<file path="src/rtl/wordcopy_pipe.sv">
// Pipelined Avalon-MM word copy / pattern fill engine with an in-order read-data FIFO.
// Define WORDCOPY_PIPE_IRQ_EN to add a completion interrupt (irq, cleared via register 6).
module wordcopy_pipe #(
  parameter int unsigned DATA_W          = 32,
  parameter int unsigned FIFO_DEPTH      = 8,
  parameter int unsigned MAX_OUTSTANDING = 4
) (
  input  logic              clk,
  input  logic              rst,
  output logic              slave_waitrequest,
  input  logic [3:0]        slave_address,
  input  logic              slave_read,
  output logic [31:0]       slave_readdata,
  input  logic              slave_write,
  input  logic [31:0]       slave_writedata,
  input  logic              master_waitrequest,
  output logic [31:0]       master_address,
  output logic              master_read,
  input  logic [DATA_W-1:0] master_readdata,
  input  logic              master_readdatavalid,
  output logic              master_write,
  output logic [DATA_W-1:0] master_writedata
`ifdef WORDCOPY_PIPE_IRQ_EN
  ,
  output logic              irq
`endif
);

  localparam int unsigned AddrShift = (DATA_W == 64) ? 3 : 2;
  localparam int unsigned PtrW      = $clog2(FIFO_DEPTH);
  localparam int unsigned CntW      = PtrW + 1;
  localparam int unsigned OutW      = $clog2(MAX_OUTSTANDING + 1);

  typedef enum logic [1:0] {StIdle, StRun, StDone} state_e;

  state_e state_q, state_d;

  // Control registers
  logic [31:0] dst_q, src_q, num_q, mode_q, pattern_q;

  // Progress counters
  logic [31:0]   reads_issued_q, reads_issued_d;
  logic [31:0]   writes_issued_q, writes_issued_d;
  logic [31:0]   words_written_q, words_written_d;
  logic [OutW-1:0] outstanding_q, outstanding_d;

  // Read-data FIFO
  logic [DATA_W-1:0] fifo_mem [FIFO_DEPTH];
  logic [PtrW-1:0]   wr_ptr_q, rd_ptr_q;
  logic [CntW-1:0]   fifo_count_q, fifo_count_d;

  // Master command currently presented on the bus
  logic              cmd_read_q, cmd_read_d;
  logic              cmd_write_q, cmd_write_d;
  logic [31:0]       cmd_addr_q, cmd_addr_d;
  logic [DATA_W-1:0] cmd_wdata_q, cmd_wdata_d;

  logic reg_wr, start, in_run, fill_mode;
  logic cmd_busy, cmd_done, slot_free;
  logic fifo_empty, fifo_full, push, pop;
  logic can_write, can_read, issue_write, issue_read;
  logic [DATA_W-1:0] fill_ext;

  assign slave_waitrequest = (state_q != StIdle);
  assign reg_wr     = slave_write && (state_q == StIdle);
  assign start      = reg_wr && (slave_address == 4'd0);
  assign in_run     = (state_q == StRun);
  assign fill_mode  = mode_q[0];
  assign fill_ext   = DATA_W'(pattern_q);

  assign cmd_busy   = cmd_read_q || cmd_write_q;
  assign cmd_done   = cmd_busy && !master_waitrequest;
  // A new command may be loaded when the bus is idle or the current one completes now.
  assign slot_free  = !cmd_busy || !master_waitrequest;

  assign fifo_empty = (fifo_count_q == '0);
  assign fifo_full  = (fifo_count_q == CntW'(FIFO_DEPTH));
  assign push       = in_run && master_readdatavalid;

  assign can_write  = in_run && (fill_mode ? (writes_issued_q < num_q) : !fifo_empty);
  assign can_read   = in_run && !fill_mode && (reads_issued_q < num_q) &&
                      (32'(outstanding_q) < MAX_OUTSTANDING) &&
                      ((32'(fifo_count_q) + 32'(outstanding_q)) < FIFO_DEPTH);
  assign issue_write = slot_free && can_write;
  assign issue_read  = slot_free && can_read && !issue_write;
  assign pop         = issue_write && !fill_mode;

  assign master_read      = cmd_read_q;
  assign master_write     = cmd_write_q;
  assign master_address   = cmd_addr_q;
  assign master_writedata = cmd_wdata_q;

  always_comb begin
    state_d = state_q;
    unique case (state_q)
      StIdle:  if (start) state_d = StRun;
      StRun:   if (words_written_q == num_q) state_d = StDone;
      StDone:  state_d = StIdle;
      default: state_d = StIdle;
    endcase
  end

  always_comb begin
    reads_issued_d  = reads_issued_q;
    writes_issued_d = writes_issued_q;
    words_written_d = words_written_q;
    outstanding_d   = outstanding_q;
    if (start) begin
      reads_issued_d  = '0;
      writes_issued_d = '0;
      words_written_d = '0;
      outstanding_d   = '0;
    end else begin
      if (issue_read)  reads_issued_d  = reads_issued_q + 32'd1;
      if (issue_write) writes_issued_d = writes_issued_q + 32'd1;
      if (cmd_done && cmd_write_q) words_written_d = words_written_q + 32'd1;
      if (issue_read)  outstanding_d = outstanding_d + OutW'(1);
      if (push)        outstanding_d = outstanding_d - OutW'(1);
    end
  end

  always_comb begin
    fifo_count_d = fifo_count_q;
    unique case ({push, pop})
      2'b10:   fifo_count_d = fifo_count_q + CntW'(1);
      2'b01:   fifo_count_d = fifo_count_q - CntW'(1);
      default: fifo_count_d = fifo_count_q;
    endcase
  end

  always_comb begin
    cmd_read_d  = cmd_read_q;
    cmd_write_d = cmd_write_q;
    cmd_addr_d  = cmd_addr_q;
    cmd_wdata_d = cmd_wdata_q;
    if (issue_write) begin
      cmd_read_d  = 1'b0;
      cmd_write_d = 1'b1;
      cmd_addr_d  = dst_q + (writes_issued_q << AddrShift);
      cmd_wdata_d = fill_mode ? fill_ext : fifo_mem[rd_ptr_q];
    end else if (issue_read) begin
      cmd_read_d  = 1'b1;
      cmd_write_d = 1'b0;
      cmd_addr_d  = src_q + (reads_issued_q << AddrShift);
    end else if (cmd_done) begin
      cmd_read_d  = 1'b0;
      cmd_write_d = 1'b0;
    end
  end

  always_ff @(posedge clk) begin
    if (rst) begin
      state_q         <= StIdle;
      dst_q           <= '0;
      src_q           <= '0;
      num_q           <= '0;
      mode_q          <= '0;
      pattern_q       <= '0;
      reads_issued_q  <= '0;
      writes_issued_q <= '0;
      words_written_q <= '0;
      outstanding_q   <= '0;
      wr_ptr_q        <= '0;
      rd_ptr_q        <= '0;
      fifo_count_q    <= '0;
      cmd_read_q      <= 1'b0;
      cmd_write_q     <= 1'b0;
      cmd_addr_q      <= '0;
      cmd_wdata_q     <= '0;
    end else begin
      state_q <= state_d;
      if (reg_wr) begin
        case (slave_address)
          4'd1:    dst_q     <= slave_writedata;
          4'd2:    src_q     <= slave_writedata;
          4'd3:    num_q     <= slave_writedata;
          4'd4:    mode_q    <= slave_writedata;
          4'd5:    pattern_q <= slave_writedata;
          default: ;
        endcase
      end
      reads_issued_q  <= reads_issued_d;
      writes_issued_q <= writes_issued_d;
      words_written_q <= words_written_d;
      outstanding_q   <= outstanding_d;
      if (push) wr_ptr_q <= wr_ptr_q + PtrW'(1);
      if (pop)  rd_ptr_q <= rd_ptr_q + PtrW'(1);
      fifo_count_q    <= fifo_count_d;
      cmd_read_q      <= cmd_read_d;
      cmd_write_q     <= cmd_write_d;
      cmd_addr_q      <= cmd_addr_d;
      cmd_wdata_q     <= cmd_wdata_d;
    end
  end

  // Storage only; emptiness is tracked by the pointers and count.
  always_ff @(posedge clk) begin
    if (push) fifo_mem[wr_ptr_q] <= master_readdata;
  end

`ifdef WORDCOPY_PIPE_IRQ_EN
  logic irq_q;

  always_ff @(posedge clk) begin
    if (rst) begin
      irq_q <= 1'b0;
    end else if (state_q == StRun && state_d == StDone) begin
      irq_q <= 1'b1;
    end else if (reg_wr && slave_address == 4'd6) begin
      irq_q <= 1'b0;
    end
  end

  assign irq = irq_q;
`endif

  always_comb begin
    slave_readdata = '0;
    if (slave_read) begin
      case (slave_address)
        4'd0:    slave_readdata = words_written_q;
        4'd1:    slave_readdata = dst_q;
        4'd2:    slave_readdata = src_q;
        4'd3:    slave_readdata = num_q;
        4'd4:    slave_readdata = mode_q;
        4'd5:    slave_readdata = pattern_q;
`ifdef WORDCOPY_PIPE_IRQ_EN
        4'd6:    slave_readdata = {31'b0, irq_q};
`endif
        default: slave_readdata = '0;
      endcase
    end
  end

  fifo_no_overflow: assert property (@(posedge clk) disable iff (rst) !(push && fifo_full));

endmodule
</file>
<file path="config.mk">
export PLATFORM = sky130hd
export DESIGN_NAME = wordcopy_pipe
export DESIGN_NICKNAME = d
export VERILOG_FILES = /design/src/rtl/wordcopy_pipe.sv
export SDC_FILE = /design/constraint.sdc
export NUM_CORES = 1
export LEC_CHECK = 0
export CAP_MARGIN = 20
export CORE_UTILIZATION = 41
export CTS_BUF_LIST = sky130_fd_sc_hd__clkbuf_8
export DETAILED_ROUTE_END_ITERATION = 10
export GPL_TIMING_DRIVEN = 0
export PLACE_DENSITY_LB_ADDON = 0.3
export SLEW_MARGIN = 30
export SYNTH_ARGS = -nofsm -noshare
export SYNTH_HDL_FRONTEND = slang
export SYNTH_SLANG_ARGS = --single-unit
</file>
<file path="constraint.sdc">
create_clock -name clk -period 5.66 [get_ports clk]
set_clock_uncertainty 0.1 [all_clocks]
set_input_delay 1.132 -clock clk [delete_from_list [all_inputs] [get_ports clk]]
set_output_delay 1.132 -clock clk [all_outputs]
set_load 0.1 [all_outputs]
</file>
Yosys cells after proc, flatten, opt, wreduce, memory -nomap -nowiden
Memories as Yosys holds them, arrays and structs flattened. A register that Yosys moved wholly into a read port is not among the register bits.
Cells that the tools add are included.

storage, ports and cells
  register bits = 337
  RAM bits = 256
  output and inout port bits = 99
  word-level logic and storage cells = 103
  memories kept = 1

operators by class
  add/sub/neg operators = 12
  $lt $le $gt $ge = 4
  equal/unequal tests = 11
  muxes and demuxes = 21
  reduce and logical (&&, ||, !) cells = 37

memories
  name      depth  width  rd ports  clocked after Yosys merged registers in  wr ports  line  source
  fifo_mem  8      32     1         1                                        1         48    logic [DATA_W-1:0] fifo_mem [FIFO_DEPTH];

operators by type and width
  kind                   count
  $pmux 32 s6            1
  $mux 32                4
  $add 32x1->32 const B  3
  $add 32x32->32         2
  $lt 32x32->1           2
  $eq 32x32->1           1
  $mux 3                 5
  $logic_and 1x1->1      14
  $reduce_and 2->1       6
  $add 3x1->3 const B    3
  $eq 4x2->1 const B     2
  $eq 4x3->1 const B     2
  $logic_not 4->1        2
  $pmux 4 s2             1
  $reduce_bool 2->1      4
  $mux 1                 7
  $add 4x3->5            1
  $logic_not 1->1        5
  $lt 5x4->1 const B     1
  $add 4x1->4 const B    1
  $eq 2x1->1 const B     2
  $eq 4x1->1 const B     1
  $mux 2                 2
  $pmux 2 s2             1
  other kinds (10)       12

Logic depth before layout (Yosys ltp)
  word-level depth = 11
  mapped depth = 14
  mapped depth without buffers = 14

Worst setup path after synthesis
OpenSTA, ideal clock, no wires.

  path kind = input -> register
  start = in master_readdatavalid
  end = mem fifo_mem[0][0], enable pin
  arrival = 4.824 ns
  required time = 5.058 ns
  setup slack = 0.234 ns
  cell stages on the path = 4
  buffers on the path = 1
  path through = and2_1 clkbuf_1 clkinv_1 nor4_1

on the way
  longest elaborated chain between the ends = 3

ends and longest elaborated chain
  what                          line  source
  from (decl)                   20    input logic master_readdatavalid,
  $logic_and 1x1->1             78    assign push = in_run && master_readdatavalid;
  $mux 1                        198   if (push) fifo_mem[wr_ptr_q] <= master_readdata;
  $mux 1 (implied by the code)  198
  to (decl)                     48

No other way between the ends.

Worst setup path after layout
  start = in slave_address[1]
  end = out slave_readdata[22]

on the way
  longest elaborated chain between the ends = 3

ends and longest elaborated chain
  what                                line  source
  from (decl)                         11    input logic [3:0] slave_address,
  $eq 4x3->1 (tied with other cells)  220   case (slave_address)
  $pmux 32 s6 (*)                     220
  $mux 32 (*)                         219   if (slave_read) begin
  to (decl)                           13    output logic [31:0] slave_readdata,

Every way passes the cells marked *; elsewhere a longest branch is shown, timed or not.

==> impl_results.md <==
- Status: finished, final reports clean
- Fin crit period: 5.65 ns
- Root Buffer: clkbuf_8
- Post-synth EDFFs: 256
- Die area: 71600 um^2
- Most used DFF post-synth: dfxtp_1
- Fin area: 34200 um^2
- CTS Buffer Depth: 3
- First-pass GRT wire length: approximately 140000 um
- Fraction of layout cells with a size suffix above 1: 10.4%
- Final Wtd Congestion: 1.03
- Finish-stage setup viols: 0
- Sequential share of the synthesized area: 50.1%
- CTS tree: done
- CP top delay family: buffers and inverters
- Tcrit/Tclk final: 99.8%
- Via density: 5.60
- Final ANT Viol Nets: 0
- Fillcell total: between 6000 and 7000
- Nets: ~3400
- Critical Path, Cell by Cell: clkdlybuf4s50_1 > nor4_2 > clkbuf_1 > a22oi_1 > a31oi_1 > clkdlybuf4s15_2
- Type of the worst setup path: input pin to primary output
- Crit-path slowest cell: nor4_2
- CP max stage delay: 0.85 ns
- Slew headroom: 32.5%
- HPWL after DPL: 71900 um
- Max Slew Vio Count: 0
- # rows: 97
- Pre-antenna DRT Iters: 5
- Htree depth: 3
- FF+latch count, synth: 596
- Critical path endpoint category: primary output
- Most flops, register: fifo_mem
- Largest net degree at the start of global routing: 19
- Commonest non-fill, non-tap cell in the layout: nand2_1
- Hold Path Class: flop to flop
- Most frequent cells in the layout: 529 x nand2_1, 340 x dfxtp_1, 309 x a21oi_1, 256 x edfxtp_1, 163 x nor2_1
- Mapped Cells: slightly below 3000
- Synth warn: 0
- Die width: 268 um
- Synth Net Count: 3103
- Overall power: 0.00872 W
- Synth cell types: slightly above 70
- Die height: 268 um
- IO Count: 173
- P per Cell Area: around 260 nW/um^2
- Count of final hold-check violations: 0
- Clock slew at reported path FFs: about 0.06 ns
- Total congestion overflow: 0
- Total leakage power: 11.6 nW
- Vias in the first global route: 22400
- Largest register FFs: 256
- Seq. cell area: 14500 um^2
- 1st-iter DRT viols: around 2400
- CP Buf/Inv Count: 3
- Inserted Clock Buffers: around 100
- Worst VDD drop: 273 uV
- Cell Area, Placed: 32100 um^2
- Via count: 23700
- Worst EP arrival: approximately 4.4 ns
- Multi-input gate area in the final layout: roughly 14000 um^2
- MaxCap Viol Count: 0
- Post-route DRC: 0
- Post-synthesis cell area: 28900 um^2
- Total track usage: 26.1%
- Worst slew pin tran: 1.01 ns
- Port Buffers: 171
- WP data required: 4.43 ns
- Final wirelength: 93500 um
- Fmax: 177 MHz
- Final worst slack: roughly 0.014 ns
- Final core occ: slightly below 50%
- Critical Path Fanout Max: 10
- Unrepaired setup endpoints after global routing: no
- Core Area: 69900 um^2
- Dpl ws: -0.692 ns
- Synth async-reset ratio: 0%
- Initial antenna violation count: 14
- Post-Syn Area per Cell: 9.99 um^2
- Syn-to-layout area delta: 18.2%
- DR WL/cell: around 22 um
- Initial core utilization: 41.4%
- Clock Sinks: 596
- Critical path startpoint category: input pin
- Insertion delay to the later sink of the worst-skew pair: 0.73 ns
==> final timing paths <==
kind	startpoint	end	slack [ns]	cells past startpoint
max	slave_address[1]	slave_readdata[22]	0.01	6
min	mode_q[4]	mode_q[4]	0.35	2
max reg2reg	num_q[17]	outstanding_q[2]	1.36	14
min reg2reg	mode_q[4]	mode_q[4]	0.35	2
==> stage by stage <==
step	instances	hold WS [ns]	TNS, ns
2_1_floorplan	2895	0.336	0
5_1_grt	4221	0.367	0
3_3_place_gp	4006	0.342	-427.22
6_report	4221	0.353	0
3_5_place_dp	4038	0.348	-12.98
4_1_cts	4219	0.356	0
==> synth_stat cells (26+ instances only) <==
cell	n	area, um^2
or3_1	26	163
ha_1	132	1650
a21oi_1	309	1550
xor2_1	47	412
nor2_1	166	623
nor3_1	39	195
o21ai_0	100	500
nand2_1	529	1990
clkbuf_1	133	499
xnor2_1	100	876
nand3_1	45	225
a21o_1	30	225
mux2i_1	58	581
inv_1	66	248
mux4_2	64	1440
a31oi_1	40	250
dfxtp_1	340	6810
a22oi_1	98	736
edfxtp_1	256	7690
nand4_1	49	307
==> cell type report <==
| type | instances | share of cell area, % |
|---|---|---|
| diodes | 2 | 0.0146 |
| plain buffers | 164 | 1.87 |
| clock buffers | 126 | 5.07 |
| clock inverters | 55 | 0.922 |
| inverters | 68 | 0.746 |
| multi-input cells | 2067 | 39.9 |
| flip-flops and latches | 596 | 42.4 |
| well taps | 940 | 3.44 |
| repair buffers | 203 | 5.66 |
==> where the power goes <==
part	internal (W)	switching, W
Clock	0.00203	0.00185
Combinational	0.0000972	0.000224
Sequential	0.00450	0.0000224
==> cell families (layout without fill, tap and decap cells) <==
kind of cell	count (synthesis)	after routing	synth area share, %
other cells	0	2	0
compound gates	681	681	14.3
buf+inv	232	616	3.06
xor+xnor	147	147	4.45
fa+ha+maj	134	134	5.85
flops	596	596	50.1
mux	129	129	7.26
simple gates	976	976	15.0
==> metal layers <==
metal  global-route usage (%)  wire length (um)  up-vias
met2                     41.4             42300      994
li1                         -                 -    11100
met1                     34.5             39800    11300
met3                     6.36              7840      223
met5                        0               156        -
met4                     9.82              3500       24
==> worst reg2reg max path, cell delays in order (launching register included) <==
cell,delay (ns)
dfxtp_1,0.42
inv_1,0.13
ha_1,0.35
a21o_1,0.18
a21o_1,0.18
a221oi_2,0.31
o211ai_1,0.25
a211oi_2,0.78
a21boi_4,0.52
mux2i_1,0.30
ha_1,0.17
nand2_1,0.06
xnor2_1,0.20
and3_1,0.17
nor3_1,0.04
==> timing repair <==
item,in CTS,in global routing
resized for setup,78,19
endpoints found under the setup margin,25,7
buffers inserted,0,0
hold buffers,0,0
Power figures use the tool's default switching activity.
==> variant 1, RTL diff (config.mk and constraints unchanged) <==
`MAX_OUTSTANDING`: 4 -> 8.
--- a/src/rtl/wordcopy_pipe.sv
+++ b/src/rtl/wordcopy_pipe.sv
@@ -3,7 +3,7 @@
 module wordcopy_pipe #(
   parameter int unsigned DATA_W          = 32,
   parameter int unsigned FIFO_DEPTH      = 8,
-  parameter int unsigned MAX_OUTSTANDING = 4
+  parameter int unsigned MAX_OUTSTANDING = 8
 ) (
   input  logic              clk,
   input  logic              rst,
Function: not settled (the Yosys comparison gave no result); the edit may change what the design does.
==> variant 1 against the unedited design <==
Design area down 0.68%. Setup slack better by 9.5 ps. Critical path depth up 1. Synthesized area down 0.87%. Power down 1.7%. Sequential cell count up 1. Die area down 0.87%. Routed wire length down 2.4%.
==> variant 1: results (changes against the unedited design) <==
- Dpl hpwl: 71100 um (-1.2%)
- First-pass DRT Iterations: 6 (+1)
- Met1 usage: 33.7% (-0.77 points)
- Post-CTS Resized: 97 (+24%)
- Layout Cells excl Fill: 4149 (-1.7%)
- Clock buffers created by TritonCTS: 96 (-3.0%)
- Post-Syn Nets: 3042 (-2.0%)
- Setup WS pre-CTS: -588 ps (+104 ps)
- Post-synth ARST share: 0% (unchanged)
- Register area share after synthesis: 50.6% (+0.51 points)
- Status: complete, no violations
- Worst-path clk slew: 60 ps (about the same)
- Met2 wire len: 42500 um (+0.52%)
- Vias in the first global route: 21417 (-4.6%)
- Crit path DAT: 4400 ps (about the same)
- Layout fillers: 6468 (-2.1%)
- Layout cell share with drive strength beyond 1: 9.86% (-0.51 points)
- Clock latency at the later pin of the worst-skew pair: 750 ps (+20 ps)
- DRT met1 WL: 38400 um (-3.4%)
- Global-route wire length before repair: 134000 um (-4.0%)
- Yosys warns: 0 (unchanged)
- Total track usage: 25.5% (-0.59 points)
- IO buf count: 171 (unchanged)
- CP max stage cell: clkdlybuf4s50_1
- VDD IR max: 0.191 mV (-30%)
- Post-synth top flop: dfxtp_1
- Max-slew headroom at the worst pin: 29.7% (-2.8 points)
- Met2 Track Usage GR: 41.3% (-0.10 points)
- CTS HTree Levels: 3 (unchanged)
- Post-synth EDFFs: 256 (unchanged)
- Final nets: 3346 (-1.8%)
- Leak: 12.0 nW (+3.3%)
- CTS Root Cell: clkbuf_8
- Max reg flops: 256 (unchanged)
- Top Layer Used: met5
- Met3 GRT Util: 5.36% (-1.0 points)
- Initial antenna violation count: 11 (-3)
- Placed insts: 3970 (-1.7%)
- Clock Path Buffers: 3 (unchanged)
- Vias per Instance: 5.50 (-1.9%)
- Largest cells by area after synthesis: edfxtp_1 27%, dfxtp_1 24%, a21oi_1 5.8%
- Most frequent cells after synthesis: 427 x nand2_1, 341 x dfxtp_1, 333 x a21oi_1
- Crit path largest cell delay: 720 ps (-130 ps)
- Syn Inst Count: 2833 (-2.1%)
- Netlist cell types: 69 (-4.2%)
- Wire length per cell: 22.0 um (-0.73%)
- Pin count of the biggest net entering global routing: 17 (-2)
- Metal3 WL: 7190 um (-8.3%)
- Placer Congestion: 0.942 (-8.6%)
-- variant 1: changes by cell type after synthesis, sizes merged, moves of 13 or more --
cell / change
xnor2: -18
nor2: +96
o21ai: -33
xor2: +29
nand2b: -14
nand2: -101
nand4: -14
a21oi: +24
nor3: -13
-- variant 1: final timing paths --
path                     from                 end  slack [ps]  cells after the start
min                state_q[1]          state_q[0]         350                      1
max reg2reg      master_write  master_address[28]        1300                     11
min reg2reg        state_q[1]          state_q[0]         350                      1
max          slave_address[0]  slave_readdata[22]          20                      7
-- variant 1: cell type report --
class                      count  share of cell area (%)
antenna                        2                  0.0147
buffer                       153                    1.78
clock buffer                 116                    4.70
clock inverter                61                    1.01
inverter                      60                   0.663
multi-input combinational   2023                    39.5
sequential                   597                    42.7
tap                          931                    3.43
timing repair buffer         206                    6.13
-- variant 1: cells by family (layout without fill, tap and decap cells) --
logic type / Yosys count / count (layout) / share of synthesized area, %
simple gates: 926 / 926 / 14.3
xor+xnor: 158 / 158 / 4.85
fa+ha+maj: 135 / 135 / 5.94
compound gates: 679 / 679 / 14.3
buf+inv: 213 / 596 / 2.85
mux: 125 / 125 / 7.16
other cells: 0 / 2 / 0
flops: 597 / 597 / 50.6
-- variant 1: per-stage QoR --
stage / cell area, sq um / TNS [ps]
floorplan: 28700 / 0
global placement: 31600 / -406080
detailed placement: 32000 / -10850
CTS: 33900 / 0
global route: 34000 / 0
finish: 34000 / 0
-- variant 1: worst max-delay path: cells and delay by family --
family,cells,cell delay [ps]
buf+inv,3,1950
compound gates,2,550
simple gates,2,760
-- variant 1: report_power, final --
| group | switching [mW] | internal (mW) | leakage (nW) |
|---|---|---|---|
| clock | 1.81 | 1.93 | 1.16 |
| combinational | 0.219 | 0.0967 | 5.75 |
| sequential | 0.0222 | 4.50 | 5.05 |
==> variant 2, RTL diff (same flow settings) <==
Made on the original files. Encoding of `state_e`: now one-hot (3 bits for 3 states).
--- a/src/rtl/wordcopy_pipe.sv
+++ b/src/rtl/wordcopy_pipe.sv
@@ -31,7 +31,7 @@
   localparam int unsigned CntW      = PtrW + 1;
   localparam int unsigned OutW      = $clog2(MAX_OUTSTANDING + 1);
 
-  typedef enum logic [1:0] {StIdle, StRun, StDone} state_e;
+  typedef enum logic [2:0] {StIdle = 3'b001, StRun = 3'b010, StDone = 3'b100} state_e;
 
   state_e state_q, state_d;
 
Function: same outputs for any inputs over 4 cycles, from zero or initial values and one cycle with rst high; so few cycles prove little.
==> variant 2 against the unedited design <==
The run now ends with setup timing left. Setup slack worse by 36 ps. Sequential cell count up 1. Routed wire length grew 2.5%. Synthesized area fell by 0.45%. Critical endpoint is now slave_readdata[1]. Design area is 0.43% lower. Highest routed layer unchanged. Final cell count fell by 0.64%. Power shrank 1.2%.
==> variant 2: results (changes against the unedited design) <==
- Status: complete, but fails checks
- Violated checks: setup timing
- Post-CTS Resized: 84 (+7.7%)
- Metal3 WL: 7670 um (-2.3%)
- Syn Inst Count: 2875 (-0.69%)
- Met1 usage: 34.3% (-0.17 points)
- Pin count of the biggest net entering global routing: 17 (-2)
- Final hold slack: 353 ps (+0.0310 ps)
- Leak: 11.7 nW (+0.72%)
- Post-synth ARST share: 0% (unchanged)
- Met3 GRT Util: 5.35% (-1.0 points)
- Initial DRC count: 2434 (+2.5%)
- Reg2Reg Setup Slack: 490 ps (-870 ps)
- Layout fillers: 6404 (-3.1%)
- Dpl hpwl: 72900 um (+1.4%)
- Fin Setup TNS: -24.8 ps (-24.8 ps)
- Initial antenna violation count: 9 (-5)
- Worst Hold End: master_address[17]
- Largest cells by area after synthesis: edfxtp_1 27%, dfxtp_1 24%, nand2_1 7.0%
- Total track usage: 26.9% (+0.76 points)
- Post-Synth XOR/XNOR Area: 4.65% (+0.20 points)
- Worst R2R Path Depth: 15 (+1)
- Final nets: 3390 (-0.50%)
- Met2 Track Usage GR: 43.7% (+2.3 points)
- Met2 wire len: 44700 um (+5.7%)
- Placer Congestion: 0.952 (-7.6%)
- Post-synthesis adder-cell area fraction: 5.87% (+0.027 points)
- Layout Cells excl Fill: 4194 (-0.64%)
- Via count: 23484 (-0.71%)
- Register area share after synthesis: 50.4% (+0.30 points)
- Global-route wire length before repair: 142000 um (+2.1%)
- Wire length per cell: 22.9 um (+3.1%)
- Final Worst Setup Slack: -21.8 ps (-35.8 ps)
- First-pass DRT Iterations: 6 (+1)
- # setup viols final: 2 (+2)
- Crit path DAT: 4450 ps (+40 ps)
- Beginning of the worst hold path: master_address[17]
- Mux cell area share after synthesis: 6.47% (-0.79 points)
- Placed insts: 4011 (-0.67%)
- VDD IR max: 0.292 mV (+6.7%)
- Max-slew headroom at the worst pin: 25.8% (-6.7 points)
- IO buf count: 168 (-1.8%)
- Synth Area in Compound Gates: 14.9% (+0.59 points)
- DRT met1 WL: 38800 um (-2.4%)
- Layout cell share with drive strength beyond 1: 9.66% (-0.71 points)
- Most frequent cells after synthesis: 538 x nand2_1, 341 x dfxtp_1, 316 x a21oi_1
==> variant 2: changes by cell type after synthesis, moves of 7 or more <==
cell / before / now
mux2i_1: 58 / 40
nor2_1: 166 / 155
a311oi_1: 0 / 10
clkbuf_1: 133 / 143
nand2_1: 529 / 538
nand3_1: 45 / 36
buf_2: 12 / 4
a21oi_1: 309 / 316
buf_1: 19 / 12
==> variant 2: cell type report <==
| class | instances | area share [%] |
|---|---|---|
| Clock buffer | 115 | 4.65 |
| Antenna cell | 2 | 0.0147 |
| Buffer | 160 | 1.83 |
| Timing Repair Buffer | 206 | 5.91 |
| Tap cell | 931 | 3.42 |
| Clock inverter | 65 | 1.11 |
| Sequential cell | 597 | 42.6 |
| Multi-Input combinational cell | 2053 | 39.7 |
| Inverter | 65 | 0.717 |
==> variant 2: through the flow <==
step	worst slack [ps]	area (sq um)	total power, mW
global placement	-3950	31600	4.90
global route	-23.3	34000	8.87
detailed placement	-504	32100	4.91
CTS	1.43	34000	8.68
floorplan	233	28800	4.73
finish	-21.8	34000	8.62
==> variant 2: critical path, cell delays in order <==
cell and delay (ps):
clkdlybuf4s50_1 650, nor4b_2 660, clkbuf_1 680, a22oi_1 180, a31oi_1 290, clkdlybuf4s15_1 860
==> variant 2: power by group <==
part	internal [mW]	switching, mW
logic	0.0911	0.213
clock network	1.96	1.83
registers	4.50	0.0201
total	6.55	2.06
==> variant 2: worst max path at each step <==
stage | startpoint | end | slack, ps | cells after the start
floorplan | master_readdatavalid | fifo_mem[0][0] | 230 | 4
global placement | master_readdatavalid | fifo_mem[0][6] | -3950 | 5
detailed placement | slave_address[2] | slave_readdata[22] | -500 | 7
CTS | slave_address[2] | slave_readdata[2] | 1 | 6
global route | slave_address[2] | slave_readdata[18] | -20 | 6
finish | slave_address[2] | slave_readdata[1] | -20 | 6
